[config.mk]
export PLATFORM = sky130hd
export DESIGN_NAME = rgmii_rx_framer
export DESIGN_NICKNAME = d
export VERILOG_FILES = /design/src/rtl/rgmii_rx_framer.sv
export SDC_FILE = /design/constraint.sdc
export NUM_CORES = 1
export LEC_CHECK = 0
export ABC_AREA = 1
export CELL_PAD_IN_SITES_DETAIL_PLACEMENT = 1
export CELL_PAD_IN_SITES_GLOBAL_PLACEMENT = 1
export CORE_UTILIZATION = 35
export DETAILED_ROUTE_END_ITERATION = 12
export DONT_BUFFER_PORTS = 1
export GPL_ROUTABILITY_DRIVEN = 1
export PLACE_DENSITY = 0.63
export SETUP_SLACK_MARGIN = 0.4
export SLEW_MARGIN = 30
export SYNTH_ARGS = -nofsm -noshare
export SYNTH_HDL_FRONTEND = slang
export SYNTH_SLANG_ARGS = --single-unit
[constraint.sdc]
create_clock -name clk -period 4.65 [get_ports clk]
set_clock_uncertainty 0.1 [all_clocks]
set_input_delay 0.465 -clock clk [delete_from_list [all_inputs] [get_ports clk]]
set_output_delay 0.465 -clock clk [all_outputs]
set_load 0.005 [all_outputs]
[src/rtl/rgmii_rx_framer.sv]
// rtl/rgmii_rx_framer.sv - RGMII receive framer: rebuilds GMII bytes, strips preamble/SFD, emits framed byte stream
module rgmii_rx_framer #(
    parameter int MIN_PREAMBLE = 1,
    parameter int MAX_LEN      = 1522
) (
    input  logic       clk,
    input  logic       rst_n,
    input  logic [3:0] rxd_rise,
    input  logic [3:0] rxd_fall,
    input  logic       rx_ctl_rise,
    input  logic       rx_ctl_fall,
    output logic [7:0] m_tdata,
    output logic       m_tvalid,
    output logic       m_tlast,
    output logic       m_tuser,
    output logic       stat_frame,
    output logic       stat_bad_pre,
    output logic       stat_oversize
);
    localparam int CW = $clog2(MAX_LEN + 1);
    localparam logic [CW-1:0] LP_MAX_LEN = CW'(MAX_LEN);
    localparam logic [2:0]    LP_MIN_PRE = 3'(MIN_PREAMBLE);

    typedef enum logic [1:0] {S_IDLE, S_PREAMBLE, S_DATA, S_DISCARD} state_t;

    logic [7:0] w_byte;
    logic       w_dv;
    logic       w_er;

    state_t        r_state;
    logic          r_dv_prev;
    logic [2:0]    r_pre_cnt;
    logic [7:0]    r_hold;
    logic          r_hold_vld;
    logic [CW-1:0] r_cnt;
    logic          r_err;
    logic [7:0]    r_tdata;
    logic          r_tvalid;
    logic          r_tlast;
    logic          r_tuser;
    logic          r_stat_frame;
    logic          r_stat_bad_pre;
    logic          r_stat_oversize;

    assign w_byte = {rxd_fall, rxd_rise};
    assign w_dv   = rx_ctl_rise;
    assign w_er   = rx_ctl_rise ^ rx_ctl_fall;

    assign m_tdata       = r_tdata;
    assign m_tvalid      = r_tvalid;
    assign m_tlast       = r_tlast;
    assign m_tuser       = r_tuser;
    assign stat_frame    = r_stat_frame;
    assign stat_bad_pre  = r_stat_bad_pre;
    assign stat_oversize = r_stat_oversize;

    // dv_prev resets high so a frame already running at reset release is ignored until dv drops
    always_ff @(posedge clk or negedge rst_n) begin
        if (!rst_n) begin
            r_state         <= S_IDLE;
            r_dv_prev       <= 1'b1;
            r_pre_cnt       <= 3'd0;
            r_hold          <= 8'h00;
            r_hold_vld      <= 1'b0;
            r_cnt           <= '0;
            r_err           <= 1'b0;
            r_tdata         <= 8'h00;
            r_tvalid        <= 1'b0;
            r_tlast         <= 1'b0;
            r_tuser         <= 1'b0;
            r_stat_frame    <= 1'b0;
            r_stat_bad_pre  <= 1'b0;
            r_stat_oversize <= 1'b0;
        end else begin
            r_dv_prev       <= w_dv;
            r_tvalid        <= 1'b0;
            r_tlast         <= 1'b0;
            r_tuser         <= 1'b0;
            r_stat_frame    <= 1'b0;
            r_stat_bad_pre  <= 1'b0;
            r_stat_oversize <= 1'b0;
            case (r_state)
                S_IDLE: begin
                    if (w_dv && !r_dv_prev) begin
                        if (!w_er && w_byte == 8'h55) begin
                            r_state   <= S_PREAMBLE;
                            r_pre_cnt <= 3'd1;
                        end else if (!w_er && w_byte == 8'hD5 && MIN_PREAMBLE == 0) begin
                            r_state    <= S_DATA;
                            r_cnt      <= '0;
                            r_err      <= 1'b0;
                            r_hold_vld <= 1'b0;
                        end else begin
                            r_state        <= S_DISCARD;
                            r_stat_bad_pre <= 1'b1;
                        end
                    end
                end
                S_PREAMBLE: begin
                    if (!w_dv) begin
                        r_state <= S_IDLE;
                    end else if (w_er) begin
                        r_state        <= S_DISCARD;
                        r_stat_bad_pre <= 1'b1;
                    end else if (w_byte == 8'h55) begin
                        if (r_pre_cnt != 3'd7) begin
                            r_pre_cnt <= r_pre_cnt + 3'd1;
                        end
                    end else if (w_byte == 8'hD5 && r_pre_cnt >= LP_MIN_PRE) begin
                        r_state    <= S_DATA;
                        r_cnt      <= '0;
                        r_err      <= w_er;
                        r_hold_vld <= 1'b0;
                    end else begin
                        r_state        <= S_DISCARD;
                        r_stat_bad_pre <= 1'b1;
                    end
                end
                S_DATA: begin
                    if (!w_dv) begin
                        if (r_hold_vld) begin
                            r_tdata      <= r_hold;
                            r_tvalid     <= 1'b1;
                            r_tlast      <= 1'b1;
                            r_tuser      <= r_err;
                            r_stat_frame <= 1'b1;
                        end
                        r_hold_vld <= 1'b0;
                        r_state    <= S_IDLE;
                    end else if (r_cnt == LP_MAX_LEN) begin
                        // hold is the MAX_LEN-th byte; close the frame on it and drop the overflow
                        r_tdata         <= r_hold;
                        r_tvalid        <= 1'b1;
                        r_tlast         <= 1'b1;
                        r_tuser         <= 1'b1;
                        r_stat_frame    <= 1'b1;
                        r_stat_oversize <= 1'b1;
                        r_hold_vld      <= 1'b0;
                        r_state         <= S_DISCARD;
                    end else begin
                        if (r_hold_vld) begin
                            r_tdata  <= r_hold;
                            r_tvalid <= 1'b1;
                        end
                        r_hold     <= w_byte;
                        r_hold_vld <= 1'b1;
                        r_cnt      <= r_cnt + CW'(1);
                        r_err      <= r_err | w_er;
                    end
                end
                S_DISCARD: begin
                    if (!w_dv) begin
                        r_state <= S_IDLE;
                    end
                end
                default: r_state <= S_IDLE;
            endcase
        end
    end
endmodule

==> impl_metrics.yaml <==
clock_network:
  root_buffer: "clkbuf_8"
  tritoncts: "built"
  cts_buffers: 5
  postCtsSetupRepairBufs: 0
  ctsResizeCount: 0
  clk_path_buf_depth: 2
  clk_latency_ps: 290
  h-tree-depth: 2
  clk_pin_slew_ps: 80
  cts_sinks: 40
power_and_ir_drop:
  p_sw_share_pct: 38.60
  leakagePower_nw: 1.182
  power_density_nw_per_um2: 511.4
  p_seq_share_pct: 44.6
  p_int_mw: 0.7402
  peakVddDrop_v: 0.0002021
  switching_power_mw: 0.4653
  clock_power_share_pct: 23.9
  power_frac_comb_pct: 31.5
die:
  initial_utilization_pct: 36.37
  die_area_um2: 6507
  core_um2: 5956
  die_h_um: 80.67
  die_x_um: 80.67
  placement_rows: 28
  io_pins: 26
detailed_routing:
  drc: 0
  avgViaCountPerCell: 4.926
  routed_wl_mm: 4.791
  avgRoutedWirePerCell_um: 13.65
  num_vias: 1729
  ant_nets: 0
  drtIter0Drc: 61
  drtPass1Iterations: 4
logic_synthesis:
  synth_seq_area_share_pct: 46.27
  synth_fp_nets: 290
  synth-warning-count: 0
  synth_edf_count: 0
  ys_async_sr_fraction_pct: 100.0
  synth_cells: 272
  yosysUniqueCellTypes: 27
  netlist_area_um2: 2166
  synthFlopType: "dfrtp_1"
  synth_area_per_cell_um2: 7.963
  synth_seq_cells: 40
finish:
  final_common_cell: "nand2_1"
  area_delta_synth_final_pct: 8.839
  fill_cells: 743
  mostFrequentLayoutCells: "93 x nand2_1, 39 x dfrtp_1, 31 x nand3_1"
  diodes: 0
  nNetsFinal: 293
  layout-drive-gt1-share_pct: 13.41
critical_path:
  r2r_start: "r_state[0]"
  cp.required_ps: 4770
  critPathLaunchType: "register"
  path_class: "register to register"
  endpoint_kind: "register"
  r2r-end: "m_tuser"
  r2r_setup_slack_ps: 2630
  crit_fanout: 12
  cp.arrival_ps: 2140
  worstRegToRegCells: 7
timing:
  hold_violations: 0
  slew_viol_final: 0
  slew_headroom_pct: 72.79
  timing.final.crit_share_pct: 43.34
  period_minus_slack_ps: 2015
  finalSetupTns_ps: 0
  timing.fmax_mhz: 496.2
  worstMarginPinSlew_ps: 407.7
  worst_slack_ps: 2635
  rsz0062_at_grt: "false"
  final-setup-viol-count: 0
hold_path:
  min-delay-start: "rx_ctl_rise"
  min_to: "r_dv_prev"
  worstHoldPathType: "primary input to register"
  holdPathStages: 0
global_route:
  grt_util_met1_pct: 22.70
  grt_busiest_layer: "met2"
  grt_pass1_vias: 1762
  met2_usage_pct: 27.20
  track_usage_pct: 17.00
  grt_max_degree: 41
  grt_pass1_wl_mm: 8.438
  antenna_found_initial: 0
  grt_use_met3_pct: 3.636
  gr-total-overflow: 0
placement:
  dp_hpwl_mm: 3.503
  post-place-ws_ps: 2576
  portBuffers: 0
  gp_congestion: 0.7992
outcome:
  outcome: "finished, final reports clean"
run:
  drv_cap: 0
[layer usage]
metal  part of all wire [%]  up-vias  wire, µm
met3                    2.6        6       124
li1                       -      876         -
met4                    1.4        0        66
met5                      0        -         0
met1                     49      824      2367
met2                     47       23      2233
[kinds of logic after synthesis]
family / count (synthesis) / share of synthesized area [%]
simple gates: 168 / 36.16
flops: 40 / 46.27
fa+ha+maj: 6 / 3.466
compound gates: 27 / 7.741
buf+inv: 31 / 6.355
[worst max-delay path by stage]
| stage | start | endpoint | slack, ps | depth (start not counted) |
|---|---|---|---|---|
| 2_1_floorplan | rx_ctl_rise | r_pre_cnt[1] | 3050 | 7 |
| 3_3_place_gp | r_state[0] | m_tuser | 2580 | 7 |
| 3_5_place_dp | r_state[0] | m_tuser | 2580 | 7 |
| 4_1_cts | r_state[0] | m_tuser | 2550 | 7 |
| 5_1_grt | r_state[0] | m_tuser | 2410 | 7 |
| 6_report | r_state[0] | m_tuser | 2630 | 7 |
[worst max-delay path, stage by stage, from the launching register on]
cell	delay, ps
dfrtp_1	430
inv_2	100
nand2_2	110
inv_1	340
nand2_1	360
nand2_4	250
o21ai_1	130
nor2_1	110
[synth_stat cells, types with 2 or more instances]
library cell,n,area (µm²)
dfrtp_1,39,975.9
inv_1,22,82.58
nand4_1,6,37.54
nand2_4,4,45.04
nand3_1,31,155.2
ha_1,6,75.07
o21ai_2,8,70.07
o21ai_1,9,45.04
or2_2,6,37.54
nand2_2,2,12.51
buf_6,2,22.52
nand3b_1,2,15.01
nand2_1,93,349.1
o21ai_0,8,40.04
buf_2,2,10.01
nor2_1,19,71.32
inv_2,3,11.26
[stage by stage]
stage          power [mW]  util [%]  cells  area [µm²]  hold slack, ps
2_1_floorplan      0.8418         -    272        2166           69.41
5_1_grt             1.314     39.58    351        2357           44.95
3_5_place_dp       0.9266     37.21    341        2216           70.17
3_3_place_gp       0.9159     37.21    341        2216           70.15
6_report            1.206     39.58    351        2357           58.40
4_1_cts             1.228     39.58    351        2357           48.66
[what timing repair did]
item / in CTS / in global routing
hold buffers: 2 / 0
endpoints found under the hold margin: 40 / 0
endpoints found under the setup margin: 0 / 0
[registers in the layout, summed over array words and instances (netlist names)]
| name | cells |
|---|---|
| stat_frame | 1 |
| r_cnt | 11 |
| r_dv_prev | 1 |
| m_tvalid | 1 |
| r_hold | 8 |
| m_tuser | 1 |
| m_tdata | 8 |
| r_pre_cnt | 3 |
| stat_oversize | 1 |
| r_err | 1 |
| r_state | 2 |
| r_hold_vld | 1 |
| stat_bad_pre | 1 |
[cell type report]
type,count,area (µm²),area share [%]
multi-input combinational,201,1026,43.52
sequential,40,1002,42.52
inverter,25,93.84,3.981
tap,75,93.84,3.981
clock buffer,5,68.82,2.919
clock inverter,3,42.54,1.805
timing repair buffer,2,30.03,1.274
[power groups by stage]
stage	clock network, mW	registers, mW	logic (mW)
CTS	0.296	0.540	0.392
floorplan	0	0.524	0.318
finish	0.288	0.538	0.380
detailed placement	0	0.547	0.379
global route	0.308	0.555	0.451
global placement	0	0.544	0.372
Note: power is estimated with default switching activity, not from simulation.
